File: config.mk
export PLATFORM = sky130hd
export DESIGN_NAME = uart_rx_frame_assembler_flat
export DESIGN_NICKNAME = d
export VERILOG_FILES = /design/src/rtl/uart_rx_frame_assembler_pkg.sv /design/src/rtl/uart_rx_frame_assembler_if.sv /design/src/rtl/uart_rx_frame_assembler_fifo.sv /design/src/rtl/uart_rx_frame_assembler.sv /design/src/flat_wrapper.sv
export SDC_FILE = /design/constraint.sdc
export NUM_CORES = 1
export LEC_CHECK = 0
export BUFFER_PORTS_ARGS = -buffer_cell sky130_fd_sc_hd__buf_2
export CAP_MARGIN = 5
export CORE_AREA = 10 10 221 223
export DETAILED_ROUTE_END_ITERATION = 8
export DIE_AREA = 0 0 231 233
export PLACE_DENSITY = 0.85
export SYNTH_ARGS = -nofsm -noshare
export SYNTH_HDL_FRONTEND = slang
export SYNTH_SLANG_ARGS = --single-unit
File: constraint.sdc
create_clock -name clk -period 3.9 [get_ports clk]
set_input_delay 0.585 -clock clk [delete_from_list [all_inputs] [get_ports clk]]
set_output_delay 0.585 -clock clk [all_outputs]
set_load 0.01 [all_outputs]
File: src/rtl/uart_rx_frame_assembler_pkg.sv
// Shared FSM type, default start-of-frame byte and checksum helper for the UART frame assembler.
package uart_rx_frame_assembler_pkg;

  typedef enum logic [1:0] {
    S_HUNT    = 2'd0,
    S_LEN     = 2'd1,
    S_PAYLOAD = 2'd2,
    S_CHK     = 2'd3
  } state_e;

  localparam logic [7:0] SOF_BYTE_DEFAULT = 8'hA5;

  function automatic logic [7:0] chk_add(input logic [7:0] sum, input logic [7:0] data);
    return sum + data;
  endfunction

endpackage

File: src/rtl/uart_rx_frame_assembler_if.sv
// Downstream valid/ready byte stream carrying committed payload with an end-of-packet flag.
interface uart_rx_frame_assembler_if;
  logic [7:0] out_data;
  logic       out_last;
  logic       out_valid;
  logic       out_ready;

  modport master (output out_data, output out_last, output out_valid, input out_ready);
  modport slave  (input out_data, input out_last, input out_valid, output out_ready);
endinterface

File: src/rtl/uart_rx_frame_assembler_fifo.sv
// Payload FIFO with a speculative write pointer; the reader only sees entries below the commit pointer.
module uart_rx_frame_assembler_fifo #(
  parameter  int DEPTH = 64,
  localparam int AW    = $clog2(DEPTH)
) (
  input  logic        clk,
  input  logic        arst_n,
  input  logic        wr_en,
  input  logic [8:0]  wr_data,
  input  logic        commit,
  input  logic        rollback,
  input  logic        rd_en,
  output logic [8:0]  rd_data,
  output logic        rd_valid,
  output logic [AW:0] free
);

  localparam logic [AW:0] DEPTH_P = DEPTH[AW:0];

  logic [8:0]  mem [DEPTH];
  logic [AW:0] rd_ptr, wr_spec, wr_commit;
  logic [AW:0] used;

  always_ff @(posedge clk) begin
    if (wr_en) mem[wr_spec[AW-1:0]] <= wr_data;
  end

  always_ff @(posedge clk or negedge arst_n) begin
    if (!arst_n) begin
      rd_ptr    <= '0;
      wr_spec   <= '0;
      wr_commit <= '0;
    end else begin
      if (rd_en) rd_ptr <= rd_ptr + 1'b1;
      if (rollback)   wr_spec <= wr_commit;
      else if (wr_en) wr_spec <= wr_spec + 1'b1;
      if (commit) wr_commit <= wr_spec;
    end
  end

  // Head is masked while empty so stale or never-written entries cannot leak out.
  assign rd_valid = (rd_ptr != wr_commit);
  assign rd_data  = rd_valid ? mem[rd_ptr[AW-1:0]] : 9'd0;
  assign used     = wr_spec - rd_ptr;
  assign free     = DEPTH_P - used;

endmodule

File: src/rtl/uart_rx_frame_assembler.sv
// UART frame assembler: parses SOF/LEN/payload/CHK and releases payload downstream only once CHK verifies.
//   state     | meaning
//   S_HUNT    | idle, waiting for the start-of-frame byte
//   S_LEN     | next byte is the payload length
//   S_PAYLOAD | writing payload bytes speculatively into the FIFO
//   S_CHK     | next byte is the checksum; commit or roll back
module uart_rx_frame_assembler
  import uart_rx_frame_assembler_pkg::*;
#(
  parameter int         FIFO_DEPTH   = 64,
  parameter int         MAX_LEN      = 32,
  parameter logic [7:0] SOF_BYTE     = SOF_BYTE_DEFAULT,
  parameter int         TIMEOUT_CLKS = 104160
) (
  input  logic                             clk,
  input  logic                             arst_n,
  input  logic [7:0]                       rx_data,
  input  logic                             rx_done,
  input  logic                             rx_error,
  uart_rx_frame_assembler_if.master        out_if,
  output logic                             pkt_ok,
  output logic                             pkt_bad,
  output logic                             overflow,
  output logic                             busy
);

  localparam int             AW        = $clog2(FIFO_DEPTH);
  localparam int             TW        = $clog2(TIMEOUT_CLKS);
  localparam int             TMO_M1    = TIMEOUT_CLKS - 1;
  localparam logic [TW-1:0]  TMO_LOAD  = TMO_M1[TW-1:0];
  localparam logic [7:0]     MAX_LEN_B = MAX_LEN[7:0];

  state_e        state, state_nx;
  logic [7:0]    len_cnt, len_nx;
  logic [7:0]    sum, sum_nx;
  logic [TW-1:0] tmo_cnt;
  logic          timeout;
  logic          fifo_wr, commit_s, rollback_s, ok_s, bad_s, ovf_s;
  logic          rd_en, rd_valid;
  logic [8:0]    rd_data;
  logic [AW:0]   fifo_free;

  always_ff @(posedge clk or negedge arst_n) begin
    if (!arst_n) begin
      state    <= S_HUNT;
      len_cnt  <= '0;
      sum      <= '0;
      pkt_ok   <= 1'b0;
      pkt_bad  <= 1'b0;
      overflow <= 1'b0;
    end else begin
      state    <= state_nx;
      len_cnt  <= len_nx;
      sum      <= sum_nx;
      pkt_ok   <= ok_s;
      pkt_bad  <= bad_s;
      overflow <= ovf_s;
    end
  end

  always_comb begin
    state_nx   = state;
    len_nx     = len_cnt;
    sum_nx     = sum;
    fifo_wr    = 1'b0;
    commit_s   = 1'b0;
    rollback_s = 1'b0;
    ok_s       = 1'b0;
    bad_s      = 1'b0;
    ovf_s      = 1'b0;
    // rx_error outranks a coincident rx_done, which outranks the timeout.
    if (rx_error) begin
      state_nx = S_HUNT;
      if (state != S_HUNT) begin
        rollback_s = 1'b1;
        bad_s      = 1'b1;
      end
    end else if (rx_done) begin
      case (state)
        S_HUNT: if (rx_data == SOF_BYTE) state_nx = S_LEN;
        S_LEN: begin
          len_nx = rx_data;
          sum_nx = rx_data;
          if (rx_data == 8'd0 || rx_data > MAX_LEN_B) begin
            bad_s    = 1'b1;
            state_nx = S_HUNT;
          end else if (32'(fifo_free) < 32'(rx_data)) begin
            ovf_s    = 1'b1;
            state_nx = S_HUNT;
          end else begin
            state_nx = S_PAYLOAD;
          end
        end
        S_PAYLOAD: begin
          fifo_wr = 1'b1;
          sum_nx  = chk_add(sum, rx_data);
          len_nx  = len_cnt - 8'd1;
          if (len_cnt == 8'd1) state_nx = S_CHK;
        end
        S_CHK: begin
          state_nx = S_HUNT;
          if (chk_add(sum, rx_data) == 8'd0) begin
            commit_s = 1'b1;
            ok_s     = 1'b1;
          end else begin
            rollback_s = 1'b1;
            bad_s      = 1'b1;
          end
        end
        default: state_nx = S_HUNT;
      endcase
    end else if (timeout) begin
      rollback_s = 1'b1;
      bad_s      = 1'b1;
      state_nx   = S_HUNT;
    end
  end

  // Inter-byte timer counts down from TIMEOUT_CLKS-1 and fires at terminal count zero.
  always_ff @(posedge clk or negedge arst_n) begin
    if (!arst_n)                                   tmo_cnt <= TMO_LOAD;
    else if (!busy || (rx_done && !rx_error))      tmo_cnt <= TMO_LOAD;
    else if (tmo_cnt != '0)                        tmo_cnt <= tmo_cnt - 1'b1;
  end

  assign timeout = busy && (tmo_cnt == '0);
  assign busy    = (state != S_HUNT);

  uart_rx_frame_assembler_fifo #(.DEPTH(FIFO_DEPTH)) u_fifo (
    .clk      (clk),
    .arst_n   (arst_n),
    .wr_en    (fifo_wr),
    .wr_data  ({len_cnt == 8'd1, rx_data}),
    .commit   (commit_s),
    .rollback (rollback_s),
    .rd_en    (rd_en),
    .rd_data  (rd_data),
    .rd_valid (rd_valid),
    .free     (fifo_free)
  );

  assign rd_en            = rd_valid & out_if.out_ready;
  assign out_if.out_valid = rd_valid;
  assign out_if.out_data  = rd_data[7:0];
  assign out_if.out_last  = rd_data[8];

endmodule

File: src/flat_wrapper.sv
// flat-port wrapper written by rule: the top's interface ports become plain ports
module uart_rx_frame_assembler_flat import uart_rx_frame_assembler_pkg::*;
#(
  parameter int         FIFO_DEPTH   = 64,
  parameter int         MAX_LEN      = 32,
  parameter logic [7:0] SOF_BYTE     = SOF_BYTE_DEFAULT,
  parameter int         TIMEOUT_CLKS = 104160
)
  (clk, arst_n, rx_data, rx_done, rx_error, pkt_ok, pkt_bad, overflow, busy, out_if_out_data, out_if_out_last, out_if_out_valid, out_if_out_ready);
  uart_rx_frame_assembler_if out_if_i ();
  input  logic clk;
  input  logic arst_n;
  input  logic [7:0] rx_data;
  input  logic rx_done;
  input  logic rx_error;
  output logic pkt_ok;
  output logic pkt_bad;
  output logic overflow;
  output logic busy;
  output wire logic [$bits(out_if_i.out_data)-1:0] out_if_out_data;
  output wire logic [$bits(out_if_i.out_last)-1:0] out_if_out_last;
  output wire logic [$bits(out_if_i.out_valid)-1:0] out_if_out_valid;
  input wire logic [$bits(out_if_i.out_ready)-1:0] out_if_out_ready;
  assign out_if_out_data = out_if_i.out_data;
  assign out_if_out_last = out_if_i.out_last;
  assign out_if_out_valid = out_if_i.out_valid;
  assign out_if_i.out_ready = out_if_out_ready;
  uart_rx_frame_assembler #(.FIFO_DEPTH(FIFO_DEPTH), .MAX_LEN(MAX_LEN), .SOF_BYTE(SOF_BYTE), .TIMEOUT_CLKS(TIMEOUT_CLKS)) u_core (.clk(clk), .arst_n(arst_n), .rx_data(rx_data), .rx_done(rx_done), .rx_error(rx_error), .out_if(out_if_i), .pkt_ok(pkt_ok), .pkt_bad(pkt_bad), .overflow(overflow), .busy(busy));
endmodule
---- Word-level counts from Yosys, hierarchy flattened ----
Memories as Yosys holds them, arrays and structs flattened.
Index checks and enable logic that the tools add are counted.
W data, S select, Z words.
operators by class
  bitwise operators ....................... 2
  order comparisons ....................... 2
  reductions and logical operators ........ 18
  muxes and demuxes ....................... 39
  eq/ne operators ......................... 8
  add/sub/neg operators ................... 7
operators by type and width
  kind                     count
  $mux W17                 2
  $pmux W8 S2              2
  $mux W1                  23
  $logic_not A17 Y1        1
  $reduce_bool A17 Y1      1
  $sub A17 B1 Y17 const B  1
  $logic_not A8 Y1         2
  $add A7 B1 Y7 const B    2
  $mux W2                  7
  $mux W7                  2
  $mux W9                  1
  $add A8 B8 Y8            1
  $eq A8 B1 Y1 const B     1
  $eq A8 B8 Y1 const B     1
  $gt A8 B6 Y1 const B     1
  $lt A7 B8 Y1             1
  $pmux W2 S4              1
  $reduce_bool A2 Y1       4
  $sub A8 B1 Y8 const B    1
  $ne A7 B7 Y1             1
  $sub A7 B7 Y7            1
  $sub A7 B7 Y7 const A    1
  $reduce_and A3 Y1        2
  $eq A2 B2 Y1 const B     2
  11 further kinds         14
storage, ports and cells
  register bits after elaboration ......... 59
  bits in writable memories ............... 576
  logic and storage cells ................. 87
  input port bits ......................... 13
  output and inout port bits .............. 14
  memories kept ........................... 1
memory list
  memory             depth  bits a word  rd ports  clocked after Yosys merged registers in  write ports  line                                text
  u_core.u_fifo.mem  64     9            1         0                                        1            uart_rx_frame_assembler_fifo.sv:20  logic [8:0] mem [DEPTH];

---- Depth between registers and ports, before layout ----
Gate-level depths: netlist of run 1.
  depth after elaboration ................. 8
  mapped depth ............................ 18
  mapped depth without buffers ............ 14

---- By module ----
From an unflattened synthesis of run 1, not the netlist that was laid out.
unflattened totals
  cell total of the unflattened synthesis .. 1,477
  area, all modules ....................... 26,322.7 um^2
modules (own cells, without submodules)
  module                        times used  cells each  area an instance (um^2)
  uart_rx_frame_assembler_fifo  1           1,171       23,730.3
  uart_rx_frame_assembler       1           306         2,592.5

---- Worst setup path before layout of run 1 ----
No wires, ideal clock.
  kind .................................... register -> register
  start point ............................. register u_core.u_fifo.rd_ptr[0]
  end point ............................... register u_core.state[1]
  cell stages (with the launch flop) ...... 16
  data arrival time ....................... 3,285 ps
  buffers on the path ..................... 4
  path slack .............................. 494 ps
  required time ........................... 3,779 ps
  period minus slack after synthesis ...... 3,406 ps
  cells stage by stage .................... dfrtp_1 buf_2 buf_2 buf_2 buf_2 inv_1 ha_1 inv_1 ha_1 fa_1 ha_1 o21a_1 o211ai_1 a21oi_1 a211o_1 a22o_1
on the way
  word-level cells in the longest chain between the ends .. 8
ends and longest elaborated chain
  item                      line                                text
  start: declaration        uart_rx_frame_assembler_fifo.sv:21  logic [AW:0] rd_ptr, wr_spec, wr_commit;
  start signal: assignment  uart_rx_frame_assembler_fifo.sv:34  if (rd_en) rd_ptr <= rd_ptr + 1'b1;
  $sub A7 B7 Y7             uart_rx_frame_assembler_fifo.sv:44  assign used = wr_spec - rd_ptr;
  $sub A7 B7 Y7             uart_rx_frame_assembler_fifo.sv:45  assign free = DEPTH_P - used;
  $lt A7 B8 Y1              uart_rx_frame_assembler.sv:87       end else if (32'(fifo_free) < 32'(rx_data)) begin
  $mux W2                   uart_rx_frame_assembler.sv:87
  $mux W2                   uart_rx_frame_assembler.sv:84       if (rx_data == 8'd0 || rx_data > MAX_LEN_B) begin
  $pmux W2 S4               uart_rx_frame_assembler.sv:79       case (state)
  $mux W2                   uart_rx_frame_assembler.sv:78       end else if (rx_done) begin
  $mux W2                   uart_rx_frame_assembler.sv:72       if (rx_error) begin
  end signal: assignment    uart_rx_frame_assembler.sv:52       state <= state_nx;
  end: declaration          uart_rx_frame_assembler.sv:33       state_e state, state_nx;
Every way passes these cells.
A chain may end at the register's enable or synchronous reset.

---- Worst setup path in the final report of run 1 ----
  start point ............................. register u_core.u_fifo.rd_ptr[0]
  end point ............................... output port out_if_out_data[5]
on the way
  word-level cells in the longest chain between the ends .. 2
ends and longest elaborated chain
  item                                            line                                text
  $mem_v2 Z64 W9 or $ne A7 B7 Y1 (tied branches)  --
  $mux W9 (*)                                     uart_rx_frame_assembler_fifo.sv:43  assign rd_data = rd_valid ? mem[rd_ptr[AW-1:0]] : 9'd0;
  end: declaration                                flat_wrapper.sv:20                  output wire logic [$bits(out_if_i.out_data)-1:0] out_if_out_data;
Mark *: on every way between the ends. The rest lies on a longest branch, timed or not.

==> flow_metrics.py, run 1 <==
metrics = {
    "power": {
        "clkPwrFrac_pct": 31.8,
        "pwr-share-seq_pct": 39.1,
        "power.internal_w": 0.01371,
        "vdd_drop_max_v": 0.0003866,
        "combPwrFrac_pct": 29.1,
        "switchingPower_w": 0.005719,
        "switching_share_pct": 29.44,
        "leakage_nw": 10.11,
        "p_per_area_nw_per_um2": 650.2,
    },
    "setup_path": {
        "crit_required_ps": 3310,
        "cpMaxStageDelayCell": "mux4_2",
        "crit_family": "multiplexers",
        "cp-end-kind": "output pin",
        "reg2reg_setup_slack_ps": 460,
        "crit_top_cell": "mux4_2",
        "crit_type": "flip-flop to output pin",
        "worst-path-buf-inv": 4,
        "crit_path_start_kind": "flip-flop",
        "slowest_delay_ps": 530,
        "path_cells": "buf_4, buf_12, mux4_2, mux4_2, inv_1, o22ai_1, a221o_1, buf_2",
        "cp.arrival_ps": 3320,
        "critPathMaxFanout": 10,
    },
    "clocking": {
        "clock_sinks": 635,
        "cts_max_level": 2,
        "cts_hold_buf": 0,
        "cts_made_buffers": 60,
        "cts_max_path_buffers": 3,
        "clk_pin_slew_ps": 70,
        "cts_root_buffer": "clkbuf_16",
        "cts_tree": "built",
        "clkLatencyLatePin_ps": 650,
    },
    "detailed_routing": {
        "detail_route.wirelength_mm": 65.37,
        "vias_per_cell": 6.800,
        "num_vias": 14740,
        "ant_nets": 0,
        "dr.pass1.iters": 6,
        "drt_drc_violations_left": 0,
        "wl_per_cell_microns": 30.15,
        "drt_iter0_drc": 2306,
    },
    "synthesis": {
        "synth_cell_types": 61,
        "synth_simple_gate_area_share_pct": 5.139,
        "syn_nets": 1471,
        "synthMuxAreaShare_pct": 15.53,
        "ys_ff_latch": 635,
        "synth_top_family_by_area": "multiplexers",
        "avgSynthCellArea_sq_um": 18.51,
        "synth_compound_area_share_pct": 2.987,
        "synth_area_sq_um": 26350,
        "ys.warnings.count": 0,
        "synth-xor-area-share_pct": 1.529,
        "synth_top_flop_cell": "edfxtp_1",
        "synth_edf_count": 576,
        "ys_seq_area_share_pct": 71.31,
        "synthAdderAreaFrac_pct": 1.719,
        "synthArstFlopShare_pct": 9.291,
        "syn_inst": 1423,
    },
    "floorplanning": {
        "rows": 77,
        "die_height_microns": 233,
        "io_pins": 27,
        "start_util_pct": 59.71,
        "die_x_microns": 231,
        "core_area_sq_um": 44120,
        "dieArea_sq_um": 53820,
    },
    "timing": {
        "clock-skew-final_ps": 31.55,
        "layout_min_cycle_time_ps": 3904,
        "period_share_pct": 100.1,
        "finalSetupTns_ps": -3.657,
        "final_hold_viol_count": 0,
        "tightest_slew_ps": 1240,
        "layout_setup_ws_ps": -3.657,
        "slew_viol_final": 0,
        "fmax_ghz": 0.2562,
        "relSlewSlack_pct": 17.30,
        "setup_viol": 1,
    },
    "cells_and_area": {
        "synthToLayoutAreaGrowth_pct": 13.40,
        "drive_above_1_share_pct": 26.65,
        "num_antenna_cells": 0,
        "finalNetCount": 1577,
    },
    "placement": {
        "routabilityCongestion": 0.9114,
        "place_ws_ps": 406.1,
        "portBuffers": 26,
        "hpwl_mm": 37.42,
    },
    "grt": {
        "grt_start_max_net_pins": 71,
        "grt_pass1_wl_mm": 97.68,
        "antenna_found_initial": 3,
        "gr-usage-all-layers_pct": 24.30,
        "grt_pass1_vias": 14880,
        "overflow": 0,
    },
    "run_status": {
        "status": "complete, but fails checks",
        "violations": "setup timing",
    },
    "flow_run": {
        "maxCapViolCount": 0,
    },
    "hold_path": {
        "min_path_type": "input pin to async pin",
    },
}
[synthesized netlist by cell type (5+ instances only)]
cell type,number,area [sq um]
or4_1,5,37.54
o21ai_0,22,110.1
nor2b_1,8,50.05
o22ai_1,15,93.84
xnor2_1,29,254.0
nor2_1,93,349.1
ha_1,33,412.9
nand2b_1,8,50.05
nor4_1,17,106.4
a21o_1,5,37.54
nand3b_1,5,37.54
nand4_1,9,56.30
o221ai_1,13,113.9
dfstp_2,12,315.3
nand3_1,35,175.2
or2_2,10,62.56
buf_2,15,75.07
xor2_1,17,148.9
mux2i_1,23,230.2
clkbuf_1,38,142.6
dfrtp_1,47,1176
edfxtp_1,576,17300
mux2_2,7,78.83
a21oi_1,30,150.1
inv_1,45,168.9
nor3_1,19,95.09
mux4_2,168,3784
buf_1,9,33.78
nand2_1,51,191.4
[metal layers]
layer / vias up / global-route usage, % / routed length, microns / share of wire, %
met3: 188 / 5.780 / 7419 / 11
met1: 7458 / 31.49 / 23320 / 36
met4: 6 / 8.201 / 2306 / 3.5
met2: 1160 / 40.09 / 32280 / 49
li1: 5930 / - / - / -
met5: - / 0 / 46 / 0.070
[path summary, 6_finish.rpt]
| kind | cells after the start | end | start |
|---|---|---|---|
| worst min-delay path | 1 | u_core.u_fifo.rd_ptr[4] | arst_n |
| max in group asynchronous | 2 | u_core.tmo_cnt[10] | arst_n |
| worst max-delay path | 8 | out_if_out_data[5] | u_core.u_fifo.rd_ptr[0] |
| worst max register to register | 6 | u_core.u_fifo.mem[29][4] | u_core.state[0] |
| worst min register to register | 2 | u_core.sum[2] | u_core.sum[2] |
| min in group clk | 2 | u_core.state[0] | rx_error |
[worst reg2reg max path, stage by stage, from the launching register on]
cell	delay (ps)
dfrtp_1	440
inv_1	120
ha_1	150
buf_4	270
and3b_1	580
nand4_1	560
nor2_1	960
[cell families after synthesis]
group | Yosys count
xor+xnor | 46
fa+ha+maj | 35
mux | 198
compound gates | 119
buf+inv | 112
simple gates | 278
flops | 635
[repair_timing]
action	in CTS	in global routing
gates cloned	0	3
hold endpoints to repair	0	0
endpoints found under the setup margin	9	9
pin swaps	0	1
resized for setup	3	18
setup buffers	5	0
[flip-flops by register name (all words and copies together) (netlist names)]
name                     count
u_core.state                 2
u_core.pkt_bad               1
u_core.u_fifo.mem          576
u_core.u_fifo.rd_ptr         7
u_core.u_fifo.wr_spec        7
u_core.u_fifo.wr_commit      7
u_core.sum                   8
u_core.len_cnt               8
u_core.tmo_cnt              17
u_core.pkt_ok                1
u_core.overflow              1
[power groups by stage]
stage	registers, W	clock network (W)	logic, W
floorplan	0.00763	0	0.00360
global placement	0.00778	0	0.00490
detailed placement	0.00779	0	0.00505
CTS	0.00759	0.00621	0.00537
global route	0.00760	0.00644	0.00591
finish	0.00760	0.00617	0.00566
[final cells by class]
cell class	count	area, sq um
flip-flops and latches	635	18800
clock inverters	43	539.3
clock buffers	66	1544
fillers	2670	14250
inverters	45	168.9
repair buffers	111	958.4
well taps	592	740.7
multi-input cells	676	7129
[cells in the final DEF (no fill, tap or decap), drive strengths merged, types with 29 or more instances in the layout]
master and instances:
inv 48, xnor2 29, dfrtp 47, ha 33, clkbuf 69, buf 108
nor2 93, edfxtp 576, a21oi 30, mux4 168, nand2 51, nand3 35
[metrics by stage]
step / instances / hold WS (ps) / power [W] / util, % / cell area (sq um)
floorplan: 1423 / 289.4 / 0.01124 / - / 26350
global placement: 2051 / 463.8 / 0.01269 / 62.47 / 27570
detailed placement: 2051 / 463.6 / 0.01284 / 62.47 / 27570
CTS: 2165 / 6.535 / 0.01916 / 67.35 / 29720
global route: 2168 / 37.48 / 0.01994 / 67.71 / 29880
finish: 2168 / 9.905 / 0.01942 / 67.71 / 29880
Power figures use the tool's default switching activity.
==> inputs of run 2 (changes only) <==
--- a/config.mk
+++ b/config.mk
@@ -7,10 +7,10 @@
 export LEC_CHECK = 0
 export BUFFER_PORTS_ARGS = -buffer_cell sky130_fd_sc_hd__buf_2
 export CAP_MARGIN = 5
-export CORE_AREA = 10 10 221 223
+export CORE_AREA = 10 10 313 315
 export DETAILED_ROUTE_END_ITERATION = 8
-export DIE_AREA = 0 0 231 233
-export PLACE_DENSITY = 0.85
+export DIE_AREA = 0 0 323 325
+export PLACE_DENSITY = 0.52
 export SYNTH_ARGS = -nofsm -noshare
 export SYNTH_HDL_FRONTEND = slang
 export SYNTH_SLANG_ARGS = --single-unit
==> run 2 against run 1 <==
The run now ends clean; clock power increased by 6.5%; hold slack gained 230 ps; cell count up 31%; non-clock buffer count rose by 59; fmax up 0.18%; register-to-register slack gained 150 ps; critical path depth stayed put; combinational power rose by 9.9%; via count decreased by 4.1%; flip-flop and latch count did not move; sequential share of layout area decreased by 3.2 points; critical path type unchanged; critical endpoint is now out_if_out_data[6]; largest power group unchanged.
==> flow_metrics.py, run 2 (same netlist as run 1, synthesis figures left out) <==
metrics = {
    "cells_and_area": {
        "final_area_sq_um": 31450,
        "final_cell_mix": "edfxtp_1 (576), mux4_2 (168), buf_4 (118), nor2_1 (93), clkbuf_16 (71)",
        "fillers": 8602,
        "finalNetCount": 1644,
        "largest_reg_flops": 576,
        "multi_input_area_sq_um": 7163,
        "synthToLayoutAreaGrowth_pct": 19.39,
        "seq_area_sq_um": 18800,
        "final_common_cell": "edfxtp_1",
        "instances_no_fill": 2838,
        "drive_above_1_share_pct": 30.22,
    },
    "placement": {
        "place_ws_ps": 449.8,
        "placed_area_sq_um": 28530,
        "portBuffers": 26,
        "post-place-cells": 2674,
        "routabilityCongestion": 0.7948,
        "hpwl_mm": 42.32,
    },
    "timing": {
        "rsz0062_at_grt": "true",
        "final_hold_viol_count": 0,
        "period_share_pct": 99.91,
        "slew_viol_final": 0,
        "layout_setup_ws_ps": 3.394,
        "layout_min_cycle_time_ps": 3897,
        "relSlewSlack_pct": 39.66,
        "clock-skew-final_ps": 19.74,
        "setup_viol": 0,
        "tightest_slew_ps": 901.7,
        "fmax_ghz": 0.2566,
        "whs_ps": 240.2,
    },
    "setup_path": {
        "crit_path_start_kind": "flip-flop",
        "cp.arrival_ps": 3310,
        "crit_required_ps": 3310,
        "critPathMaxFanout": 6,
        "cp-end-kind": "output pin",
        "crit_type": "flip-flop to output pin",
    },
    "power": {
        "switchingPower_w": 0.006057,
        "combPwrFrac_pct": 30.5,
        "switching_share_pct": 29.71,
        "clkPwrFrac_pct": 32.2,
        "power.internal_w": 0.01433,
        "pwr-share-seq_pct": 37.3,
        "vdd_drop_max_v": 0.0002961,
        "p_per_area_nw_per_um2": 648.1,
        "leakage_nw": 10.59,
    },
    "grt": {
        "grt_pass1_wl_mm": 100.1,
        "grt_pass1_vias": 14140,
        "grt_start_max_net_pins": 71,
        "overflow": 0,
        "gr-usage-all-layers_pct": 12.90,
        "antenna_found_initial": 1,
    },
    "clocking": {
        "clock_sinks": 635,
        "clkLatencyLatePin_ps": 620,
        "clk_pin_slew_ps": 60,
        "cts_tree": "built",
        "cts_made_buffers": 68,
        "cts_root_buffer": "clkbuf_16",
        "cts_max_path_buffers": 3,
        "cts_max_level": 3,
    },
    "detailed_routing": {
        "vias_per_cell": 4.981,
        "detail_route.wirelength_mm": 68.55,
        "num_vias": 14140,
        "drt_iter0_drc": 1299,
        "wl_per_cell_microns": 24.16,
        "ant_nets": 0,
        "dr.pass1.iters": 5,
        "drt_drc_violations_left": 0,
    },
    "floorplanning": {
        "start_util_pct": 28.83,
        "dieArea_sq_um": 105000,
        "die_x_microns": 323,
        "core_area_sq_um": 91390,
        "die_height_microns": 325,
        "io_pins": 27,
        "rows": 111,
    },
    "run_status": {
        "status": "completed",
    },
    "flow_run": {
        "maxCapViolCount": 0,
    },
    "hold_path": {
        "min_path_type": "input pin to flip-flop",
    },
}
-- run 2: cell type report --
type,instances,share of cell area [%]
flip-flops and latches,635,59.76
clock inverters,46,1.631
repair buffers,170,4.964
clock buffers,79,5.609
inverters,45,0.5370
well taps,1186,4.718
diodes,1,0.007956
multi-input cells,676,22.77
-- run 2: layer usage --
metal,share of wire [%],track usage [%]
met1,44,18.02
met2,48,20.37
met3,5.7,2.280
met4,2.3,3.700
met5,0,0
-- run 2: power by group through the flow --
stage	clock (W)	sequential (W)	combinational [W]
2_1_floorplan	0	0.00763	0.00360
3_3_place_gp	0	0.00777	0.00540
3_5_place_dp	0	0.00778	0.00542
4_1_cts	0.00673	0.00759	0.00597
5_1_grt	0.00700	0.00760	0.00663
6_report	0.00657	0.00760	0.00622
-- run 2: per-stage QoR --
| stage | utilization [%] | TNS [ps] | power [W] |
|---|---|---|---|
| after global routing | 34.42 | -140.2 | 0.02123 |
| after CTS | 34.09 | -52.25 | 0.02030 |
| after global placement | 31.22 | 0 | 0.01318 |
| final | 34.42 | 0 | 0.02039 |
| after detailed placement | 31.22 | 0 | 0.01320 |
| after floorplan | - | 0 | 0.01124 |
-- run 2: repair_timing --
action,in CTS,in global routing
setup endpoints to repair,9,9
hold buffers,1,0
cloned,4,2
endpoints found under the hold margin,22,0
pin swaps,0,2
buffers inserted,11,20
resized for setup,22,24
-- run 2: worst max-delay path, cell delays in order (launching register included) --
cell and delay (ps):
dfrtp_4 500, buf_6 140, buf_12 140, buf_16 140, mux4_2 490, mux4_2 550, nand3b_1 130, nand4_1 330
buf_2 270
-- run 2: path summary, 6_finish.rpt --
check / start / endpoint / slack (ps) / depth (start not counted)
worst max register to register: u_core.u_fifo.wr_spec[1] / u_core.state[1] / 610 / 12
worst max-delay path: u_core.u_fifo.rd_ptr[0] / out_if_out_data[6] / 3 / 8
min in group asynchronous: arst_n / u_core.u_fifo.wr_spec[5] / 500 / 2
max in group asynchronous: arst_n / u_core.tmo_cnt[1] / 2420 / 3
worst min register to register: u_core.sum[0] / u_core.sum[0] / 480 / 2
worst min-delay path: rx_error / u_core.state[0] / 240 / 2
==> inputs of run 3 (changes only) <==
--- a/config.mk
+++ b/config.mk
@@ -5,11 +5,12 @@
 export SDC_FILE = /design/constraint.sdc
 export NUM_CORES = 1
 export LEC_CHECK = 0
+export ABC_AREA = 1
 export BUFFER_PORTS_ARGS = -buffer_cell sky130_fd_sc_hd__buf_2
 export CAP_MARGIN = 5
-export CORE_AREA = 10 10 313 315
+export CORE_AREA = 10 10 320 322
 export DETAILED_ROUTE_END_ITERATION = 8
-export DIE_AREA = 0 0 323 325
+export DIE_AREA = 0 0 330 332
 export PLACE_DENSITY = 0.52
 export SYNTH_ARGS = -nofsm -noshare
 export SYNTH_HDL_FRONTEND = slang
==> run 3 against run 2 <==
Global-route usage grew 1.3 points; utilization is 0.99 points lower; final area up 2.0%; critical path depth up 2; cell count rose by 38%; flip-flop and latch count did not move; first-iteration DRC count up 29%; clock power down 1%; sequential share of layout area shrank 1.2 points; count of clock-buffer cells in the layout rose by 8; synthesized area increased by 4.9%; fmax up 3.8%.
==> flow_metrics.py, run 3 <==
metrics = {
    "grt": {
        "overflow": 0,
        "grt_start_max_net_pins": 69,
        "gr-usage-all-layers_pct": 14.19,
        "antenna_found_initial": 3,
        "grt_pass1_vias": 18520,
        "grt_pass1_wl_mm": 118.9,
    },
    "timing": {
        "setup_viol": 0,
        "rsz0062_at_grt": "false",
        "final_hold_viol_count": 0,
        "clock-skew-final_ps": 25.23,
        "finalSetupTns_ps": 0,
        "layout_setup_ws_ps": 147.3,
        "period_share_pct": 96.22,
        "whs_ps": 303.0,
        "fmax_ghz": 0.2665,
        "slew_viol_final": 0,
        "tightest_slew_ps": 981.0,
        "relSlewSlack_pct": 34.44,
        "layout_min_cycle_time_ps": 3753,
    },
    "detailed_routing": {
        "detail_route.wirelength_mm": 78.86,
        "ant_nets": 0,
        "drt_iter0_drc": 1679,
        "dr.pass1.iters": 5,
        "num_vias": 18770,
        "vias_per_cell": 4.797,
        "drt_drc_violations_left": 0,
        "wl_per_cell_microns": 20.15,
    },
    "run_status": {
        "status": "completed",
    },
    "power": {
        "leakage_nw": 11.23,
        "p_per_area_nw_per_um2": 678.1,
        "power.internal_w": 0.01365,
        "pwr-share-seq_pct": 35.7,
        "switchingPower_w": 0.008112,
        "combPwrFrac_pct": 34.6,
        "switching_share_pct": 37.28,
        "clkPwrFrac_pct": 29.8,
        "finalPower_w": 0.02176,
        "vdd_drop_max_v": 0.0003313,
    },
    "setup_path": {
        "path_cells": "buf_4, nor2_1, nor2_1, o21ai_0, o211ai_1, nand3_1, nand2_1, nand3_1, a21oi_1, buf_2",
        "r2r_end": "u_core.state[1]",
        "critPathMaxFanout": 29,
        "cp-end-kind": "output pin",
        "slowest_delay_ps": 620,
        "cp.arrival_ps": 3170,
        "timing.rr.start": "u_core.u_fifo.rd_ptr[0]",
        "crit_path_start_kind": "flip-flop",
        "crit_type": "flip-flop to output pin",
        "rr_worst_depth": 14,
        "reg2reg_setup_slack_ps": 850,
        "cpMaxStageDelayCell": "dfrtp_4",
        "crit_required_ps": 3310,
    },
    "clocking": {
        "clock_sinks": 635,
        "cts_made_buffers": 70,
        "clk_pin_slew_ps": 50,
        "cts_max_path_buffers": 3,
        "cts_root_buffer": "clkbuf_16",
        "clkLatencyLatePin_ps": 630,
        "cts_tree": "built",
        "cts_max_level": 3,
    },
    "floorplanning": {
        "rows": 114,
        "core_area_sq_um": 95990,
        "die_x_microns": 330,
        "start_util_pct": 28.80,
        "die_height_microns": 332,
        "io_pins": 27,
        "dieArea_sq_um": 109600,
    },
    "placement": {
        "portBuffers": 26,
        "routabilityCongestion": 0.8186,
        "place_ws_ps": 575.6,
        "hpwl_mm": 48.60,
    },
    "synthesis": {
        "synth_edf_count": 576,
        "synth_area_sq_um": 27640,
        "synth_top_flop_cell": "edfxtp_1",
        "netlist_top_cells_count": "edfxtp_1 (576), nor2_1 (517), nand2_1 (320)",
        "yosys.area.top_type": "edfxtp_1",
        "synth_cell_types": 47,
        "synth_most_common_cell": "edfxtp_1",
        "synth.top_cell.area_share_pct": 62.57,
        "avgSynthCellArea_sq_um": 11.18,
        "ys.warnings.count": 0,
        "syn_inst": 2473,
        "synth.area.top_cells": "edfxtp_1 (63%), nor2_1 (7.0%), o21ai_0 (4.6%), nand2_1 (4.3%), dfrtp_1 (4.3%)",
        "ys_seq_area_share_pct": 67.97,
        "syn_nets": 2521,
        "ys_ff_latch": 635,
        "synthArstFlopShare_pct": 9.291,
    },
    "hold_path": {
        "hp-start": "out_if_out_ready",
        "worst_hold_path.num_cells": 3,
        "min_to": "u_core.u_fifo.rd_ptr[3]",
        "min_path_type": "input pin to flip-flop",
    },
    "cells_and_area": {
        "drive_above_1_share_pct": 11.79,
        "synthToLayoutAreaGrowth_pct": 16.10,
        "final_common_cell": "edfxtp_1",
        "finalNetCount": 2630,
        "num_antenna_cells": 0,
        "largest_reg_flops": 576,
        "final_cell_mix": "edfxtp_1 (576), nor2_1 (512), nand2_1 (320), o21ai_0 (256), nand3_1 (131)",
        "fillers": 9592,
    },
    "flow_run": {
        "maxCapViolCount": 0,
    },
}
-- run 3: power by group through the flow --
stage	clock network [W]	logic [W]	registers, W
final	0.00648	0.00752	0.00776
after global routing	0.00691	0.00841	0.00778
after CTS	0.00662	0.00747	0.00780
after detailed placement	0	0.00738	0.00795
after global placement	0	0.00738	0.00795
after floorplan	0	0.00501	0.00776
-- run 3: logic make-up (layout without fill, tap and decap cells) --
group | Yosys count | after routing | share of synthesized area (%)
adder cells (fa/ha/maj) | 35 | 35 | 1.639
AO/OA/AOI/OAI | 483 | 483 | 9.700
AND/OR/NAND/NOR | 1029 | 1029 | 15.19
flip-flops | 635 | 635 | 67.97
XOR/XNOR | 29 | 29 | 0.9460
buffers and inverters | 262 | 426 | 4.553
-- run 3: stage by stage --
stage                     area [sq um]  instances  utilization, %
after floorplan                  27640       2473               -
after global routing             32090       3913           33.43
after detailed placement         29770       3781           31.01
final                            32090       3913           33.43
after global placement           29770       3781           31.01
after CTS                        32020       3910           33.36
-- run 3: area by class of cell --
cell class / count / area (sq um) / area share (%)
sequential: 635 / 18800 / 58.57
multi-input combinational: 1576 / 7614 / 23.72
clock buffer: 87 / 1868 / 5.821
tap: 1276 / 1597 / 4.975
timing repair buffer: 166 / 1338 / 4.168
inverter: 133 / 525.5 / 1.637
clock inverter: 40 / 354.1 / 1.103
-- run 3: worst max-delay path: cells and delay by family (launching register included) --
kind / cells / cell delay [ps]
AOI/OAI and AO/OA: 3 / 580
buffers and inverters: 2 / 590
DFF: 1 / 620
and+or+nand+nor: 5 / 730
-- run 3: how the worst max path moves through the flow --
stage / slack (ps) / to / cells after the start / from
finish: 150 / out_if_out_data[6] / 10 / u_core.u_fifo.rd_ptr[0]
global route: 20 / out_if_out_data[7] / 9 / u_core.u_fifo.rd_ptr[1]
floorplan: 1010 / u_core.state[1] / 17 / u_core.u_fifo.rd_ptr[0]
detailed placement: 580 / out_if_out_data[1] / 9 / u_core.u_fifo.rd_ptr[0]
global placement: 440 / out_if_out_last / 12 / u_core.u_fifo.rd_ptr[0]
CTS: 20 / out_if_out_last / 12 / u_core.u_fifo.rd_ptr[0]
-- run 3: timing repair --
| item | CTS | global route |
|---|---|---|
| endpoints found under the setup margin | 7 | 8 |
| endpoints found under the hold margin | 10 | 0 |
| buffers inserted | 1 | 3 |
| hold buffers | 1 | 0 |
| gates resized for setup | 1 | 9 |
-- run 3: routing by layer --
layer	routed length (microns)	track usage, %
met1	35590	19.48
met2	36630	22.38
met3	4614	2.838
met4	1997	4.248
met5	27	0
